## config.mk

```make
export PLATFORM = sky130hd
export DESIGN_NAME = fetch_queue_unit
export DESIGN_NICKNAME = d
export VERILOG_FILES = /design/src/rtl/fetch_queue_unit.sv
export SDC_FILE = /design/constraint.sdc
export NUM_CORES = 1
export LEC_CHECK = 0
export ABC_AREA = 0
export CAP_MARGIN = 20
export CORE_MARGIN = 4
export CORE_UTILIZATION = 59
export CTS_CLUSTER_SIZE = 24
export DETAILED_ROUTE_END_ITERATION = 7
export GPL_ROUTABILITY_DRIVEN = 0
export PLACE_DENSITY = 0.91
export SETUP_SLACK_MARGIN = 0.5
export SYNTH_ARGS = -nofsm -noshare
export SYNTH_HDL_FRONTEND = slang
export SYNTH_SLANG_ARGS = --single-unit
```

## constraint.sdc

```tcl
create_clock -name CLK -period 7.38 [get_ports CLK]
set_input_delay 2.214 -clock CLK [delete_from_list [all_inputs] [get_ports CLK]]
set_output_delay 2.214 -clock CLK [all_outputs]
set_load 0.05 [all_outputs]
```

## src/rtl/fetch_queue_unit.sv

```systemverilog
// Instruction-fetch front end: owns the fetch PC, issues word reads to the
// instruction cache and buffers {instruction, PC+4} pairs in a small FIFO
// that feeds decode. Supports redirect flush, decode back-pressure and a
// sticky halt that stops fetching but lets buffered entries drain.
module fetch_queue_unit #(
    parameter int                WORD_W  = 32,
    parameter int                DEPTH   = 4,
    parameter logic [WORD_W-1:0] PC_INIT = '0
) (
    input  logic                       CLK,
    input  logic                       nRST,
    output logic                       imemREN,
    output logic [WORD_W-1:0]          imemaddr,
    input  logic [WORD_W-1:0]          imemload,
    input  logic                       ihit,
    input  logic                       redirect,
    input  logic [WORD_W-1:0]          redirect_pc,
    input  logic                       halt,
    input  logic                       deq,
    output logic                       out_valid,
    output logic [WORD_W-1:0]          out_instr,
    output logic [WORD_W-1:0]          out_pc_plus_4,
    output logic [$clog2(DEPTH):0]     count
);

    localparam int PTR_W = $clog2(DEPTH);
    localparam int CNT_W = PTR_W + 1;
    localparam logic [CNT_W-1:0] FULL_COUNT = CNT_W'(DEPTH);

    // Queue storage, one instruction and its PC+4 per entry.
    logic [WORD_W-1:0] instr_mem [DEPTH];
    logic [WORD_W-1:0] pc4_mem   [DEPTH];

    logic [WORD_W-1:0] fetch_pc;
    logic [PTR_W-1:0]  rd_ptr;
    logic [PTR_W-1:0]  wr_ptr;
    logic [CNT_W-1:0]  occupancy;
    logic              halted;

    logic              push;
    logic              pop;
    logic [WORD_W-1:0] fetch_pc_plus_4;

    // Request generation and the push/pop qualifiers; redirect overrides both.
    always_comb begin
        imemREN         = !halted && (occupancy != FULL_COUNT);
        imemaddr        = fetch_pc;
        fetch_pc_plus_4 = fetch_pc + WORD_W'(4);
        out_valid       = (occupancy != '0);
        push            = ihit && imemREN && !redirect;
        pop             = deq && out_valid && !redirect;
        count           = occupancy;
    end

    // Head of queue, forced to zero when nothing is buffered.
    always_comb begin
        out_instr     = '0;
        out_pc_plus_4 = '0;
        if (out_valid) begin
            out_instr     = instr_mem[rd_ptr];
            out_pc_plus_4 = pc4_mem[rd_ptr];
        end
    end

    // Control state: fetch PC, pointers, occupancy and the sticky halt flag.
    // NOTE: sequential state uses non-blocking assignments so every register
    // samples the pre-edge values regardless of statement order.
    always_ff @(posedge CLK or negedge nRST) begin
        if (!nRST) begin
            fetch_pc  <= PC_INIT;
            rd_ptr    <= '0;
            wr_ptr    <= '0;
            occupancy <= '0;
            halted    <= 1'b0;
        end else begin
            if (halt) begin
                halted <= 1'b1;
            end
            if (redirect) begin
                fetch_pc  <= redirect_pc;
                rd_ptr    <= '0;
                wr_ptr    <= '0;
                occupancy <= '0;
            end else begin
                if (push) begin
                    fetch_pc <= fetch_pc_plus_4;
                    wr_ptr   <= wr_ptr + PTR_W'(1);
                end
                if (pop) begin
                    rd_ptr <= rd_ptr + PTR_W'(1);
                end
                case ({push, pop})
                    2'b10:   occupancy <= occupancy + CNT_W'(1);
                    2'b01:   occupancy <= occupancy - CNT_W'(1);
                    default: occupancy <= occupancy;
                endcase
            end
        end
    end

    // Entry write on push.
    // NOTE: the storage array has no reset; occupancy gates the head outputs,
    // so stale contents are never observable and the array stays plain RAM.
    always_ff @(posedge CLK) begin
        if (push) begin
            instr_mem[wr_ptr] <= imemload;
            pc4_mem[wr_ptr]   <= fetch_pc_plus_4;
        end
    end

endmodule

```

## Word level (Yosys, flattened, before mapping)

Memories as Yosys holds them, arrays and structs flattened.
Cells that the tools add are included.

- Flip-flop bits (word level): 40
- Memory bits (writable): 256
- Bits of input ports: 70
- Output and inout port bits: 101
- Word-level logic and storage cells: 38
- Memories kept: 2

- Add/subtract/negate cells: 5
- Equality and inequality tests: 3
- Mux-type cells: 12
- Reductions and logical operators: 11

Memories:

| name | depth | width | read ports | clocked after Yosys merged registers in | wr ports | line | text |
|---|---|---|---|---|---|---|---|
| instr_mem | 4 | 32 | 1 | 0 | 1 | 31 | `logic [WORD_W-1:0] instr_mem [DEPTH];` |
| pc4_mem | 4 | 32 | 1 | 0 | 1 | 32 | `logic [WORD_W-1:0] pc4_mem [DEPTH];` |

Operators with widths:

| kind | number |
|---|---|
| two-way mux 32 bit | 4 |
| adder 32 x 3 -> 32 bit (second input constant) | 1 |
| two-way mux 2 bit | 4 |
| one-hot mux 3 bit (2 select lines) | 1 |
| nonzero test 3 bit | 2 |
| logical AND 1 bit | 5 |
| adder 2 x 1 -> 2 bit (second input constant) | 2 |
| nonzero test 2 bit | 2 |
| adder 3 x 1 -> 3 bit (second input constant) | 1 |
| two-way mux 3 bit | 1 |
| inequality test 3 bit (second input constant) | 1 |
| subtractor 3 x 1 -> 3 bit (second input constant) | 1 |
| equality test 2 x 1 -> 1 bit (second input constant) | 1 |
| equality test 2 bit (second input constant) | 1 |
| zero test 1 bit | 2 |
| two-way mux 1 bit | 2 |

## Longest topological paths before layout

- Depth after elaboration: 7
- Depth in mapped cells: 8

## Worst setup path after synthesis

Ideal clock, no wire load.

- Kind: input -> register
- Start: input ihit
- End: memory instr_mem[0][0], enable pin
- Arrival: 4,342 ps
- Data required time: 6,951 ps
- Setup slack: 2,609 ps
- Stages: 3
- Cell sequence: nand2b_1 -> nor2_1 -> and3_1

- Cells in the longest elaborated chain, start to end: 4

RTL lines:

| element | line | text |
|---|---|---|
| from (decl) | 15 | `input logic ihit,` |
| logical AND 1 bit (2 in series) | 50 | `push = ihit && imemREN && !redirect;` |
| two-way mux 1 bit | 105 | `if (push) begin` |
| two-way mux 1 bit (implied by the code) | 106 | `instr_mem[wr_ptr] <= imemload;` |
| to (decl) | 31 |  |

Every way passes these cells.

## Worst setup path in the final report

- Start: register rd_ptr[0]
- End: output out_instr[21]

- Cells in the longest elaborated chain, start to end: 2

RTL lines:

| element | line | text |
|---|---|---|
| from (decl) | 35 | `logic [PTR_W-1:0] rd_ptr;` |
| from (signal assigned) | 90 | `rd_ptr <= rd_ptr + PTR_W'(1);` |
| memory (4 x 32 bit) | n/a |  |
| two-way mux 32 bit | 59 | `if (out_valid) begin` |
| to (decl) | 21 | `output logic [WORD_W-1:0] out_instr,` |

Every way passes these cells.

==> key figures <==
Floorplan
  – Die area: 23,570 µm²
  – Initial Util: 0.6078
  – Cell row count: 52
  – Core box area: approximately 21,000 µm²
  – # IOs: approximately 170
  – Die Y: roughly 150 µm
  – DIE WIDTH: 153.5 µm

CTS
  – Post-CTS resize count: 0
  – Worst skew pair latency: between 500 and 600 ps
  – TritonCTS clock tree: built
  – Clock slew at reported path FFs: ~60 ps
  – Longest Clk Path Bufs: 3
  – Total CTS buffers: 29
  – # Post-CTS Setup Buffers: 0
  – H-tree levels: 1
  – Root buffer cell: clkbuf_16
  – Hold_buf cts: 0
  – CTS sink count: between 200 and 300

STA
  – Max Transition Viols Final: 0
  – # setup viols final: 0
  – Setup_tns: 0 ps
  – RSZ-0062 raised after global routing: false
  – Tmin final: about 5800 ps
  – Final hold vios: 0
  – Slew margin rel.: 0.3129
  – Final worst-path cycle share: 0.7836
  – Worst-margin pin slew: 1031 ps
  – Layout Skew: between 10 and 15 ps
  – Fmax: between 150 and 200 MHz

Synthesis
  – Cell Area, Synth: 12,500 µm²
  – Ys async rst share: 0.1351
  – Synthesis warning total: 0
  – Synth Area per Inst: about 17 µm²
  – Synth unique cells: 49
  – Syn Inst Count: 740
  – Seq/Total Area, Yosys: 0.6952
  – Syn nets: between 800 and 900
  – Post-synth EDFFs: 256
  – FF+latch count, synth: just under 300
  – Most used DFF post-synth: edfxtp_1

Worst setup path
  – Crit path max fanout: 48
  – Setup slack, reg-to-reg: between 4000 and 5000 ps
  – Critical path endpoint category: output pin
  – R2r startpoint: imemaddr[2]
  – Crit start category: flip-flop
  – CP Launch Point: rd_ptr[0]
  – FF-to-FF path depth: 5
  – Worst EP required: 5170 ps
  – End of the worst register-to-register path: pc4_mem[0][20]
  – Critical path type: reg -> out
  – Crit path arrival time: around 3600 ps

Global route
  – Vias in the first global route: between 7,000 and 8,000
  – Largest net degree at the start of global routing: 66
  – First-pass GRT wire length: roughly 44,000 µm
  – Grt ovf: 0
  – Initial antenna violation count: 0
  – Overall fraction of global-route tracks in use: 0.2356

Routing
  – DRT Pass-1 Iters: 5
  – WL/cell: 23.46 µm
  – Via density per instance: 6.179
  – Final ANT Viol Nets: 0
  – Vias: roughly 7,400
  – 1st-iter DRT viols: approximately 610
  – Residual DRC: 0
  – Routed WL: 27,990 µm

Power and ir drop
  – LEAKAGE: slightly below 5 nW
  – Pwr dens: about 280 nW/µm²
  – Worst VDD drop: about 0.16 mV
  – Post-layout power: roughly 4.3 mW

Min path
  – Hold path endpoint: halted
  – Hold Path Depth: 1
  – Worst min path class: reg -> reg
  – Min-Delay Startpoint: halted

Cells and area
  – Most frequent cells in the layout: edfxtp_1 (256), clkdlybuf4s50_1 (169), and2_1 (68), mux4_2 (64), dfrtp_1 (38)
  – # diodes: 0
  – Most common cell after layout, fill and taps aside: edfxtp_1
  – Layout cells sized above 1: 0.1463
  – Fillcell total: ~1,300
  – Synth-to-layout area growth: 23.48%
  – Nets@finish: 978

Run status
  – Status: finished, final reports clean

Run
  – Max-cap check violation count: 0

Place
  – DPL Wire Length: between 15,000 and 20,000 µm
  – IO Port Bufs: 170
## how the worst max path moves through the flow
| stage | end | slack [ps] | cells past startpoint |
|---|---|---|---|
| 2_1_floorplan | instr_mem[0][0] | 2610 | 3 |
| 5_1_grt | out_instr[29] | 1360 | 4 |
| 4_1_cts | out_instr[29] | 1490 | 4 |
| 6_report | out_instr[21] | 1600 | 4 |
| 3_3_place_gp | out_instr[13] | 2180 | 4 |
| 3_5_place_dp | out_instr[29] | 2090 | 4 |
## area by class of cell
type,count,area (µm²),area share
Multi-Input combinational cell,393,3581,0.2321
Inverter,7,26.28,0.001703
Clock buffer,32,737.0,0.04776
Timing Repair Buffer,175,1759,0.1140
Sequential cell,296,8693,0.5634
Clock inverter,20,296.5,0.01922
Tap cell,270,337.8,0.02189
## routing by layer
layer,global-route usage,up-vias,share of wire
met5,0,-,0
met4,0.06434,0,0.022
met3,0.03710,45,0.077
met2,0.3909,379,0.50
met1,0.3329,3724,0.40
li1,-,3224,-
## cells by family after synthesis
| family | Yosys count | share of synthesized area |
|---|---|---|
| DFF | 296 | 0.6952 |
| AOI/OAI and AO/OA | 64 | 0.03274 |
| adders and majority gates | 6 | 0.006608 |
| buffers and inverters | 51 | 0.01992 |
| xor gates and xnor gates | 38 | 0.02663 |
| muxes | 67 | 0.1179 |
| and+or+nand+nor | 218 | 0.1009 |
## Yosys cell counts (all sizes together), types with 3 or more instances
library cell / n / share of area
o21ai: 17 / 0.0068
clkbuf: 29 / 0.011
and4: 7 / 0.0051
a21oi: 4 / 0.0016
nor4: 4 / 0.0020
nand3: 14 / 0.0056
or3: 7 / 0.0036
and2: 68 / 0.034
nor2: 34 / 0.010
ha: 5 / 0.0050
o31ai: 15 / 0.0090
mux4: 64 / 0.12
xor2: 16 / 0.011
a31oi: 20 / 0.010
o211ai: 3 / 0.0018
nand2: 28 / 0.0084
or4: 17 / 0.011
inv: 7 / 0.0021
dfrtp: 40 / 0.080
buf: 15 / 0.0067
nor3: 9 / 0.0036
nand4: 15 / 0.0092
edfxtp: 256 / 0.62
and3: 6 / 0.0030
xnor2: 22 / 0.015
## flip-flops by register name, indices dropped and copies added (netlist names)
register	flops
count	3
halted	1
imemaddr	32
instr_mem	128
pc4_mem	128
rd_ptr	2
wr_ptr	2
## per-stage QoR
step | worst slack, ps | util | instance area (µm²) | hold slack (ps) | instances
floorplan | 2609 | - | 12500 | 478.3 | 740
global placement | 2176 | 0.6983 | 14360 | 494.1 | 1139
detailed placement | 2087 | 0.6983 | 14360 | 522.6 | 1139
CTS | 1490 | 0.7486 | 15390 | 536.1 | 1191
global route | 1356 | 0.7505 | 15430 | 544.8 | 1193
finish | 1597 | 0.7505 | 15430 | 538.3 | 1193
## worst max-delay path, cell delays in order, from the launching register on
cell and delay [ps]:
dfrtp_4 1050, buf_4 490, mux4_2 590, and2_1 170, clkdlybuf4s50_1 690
## where the power goes
group          leakage, nW  total (mW)  switching (mW)  internal (mW)
Combinational         1.70       0.811           0.500          0.311
Clock                0.505        1.58           0.590          0.994
Sequential            2.76        1.92          0.0700           1.85
No activity file was read; power rests on OpenSTA's default activity.
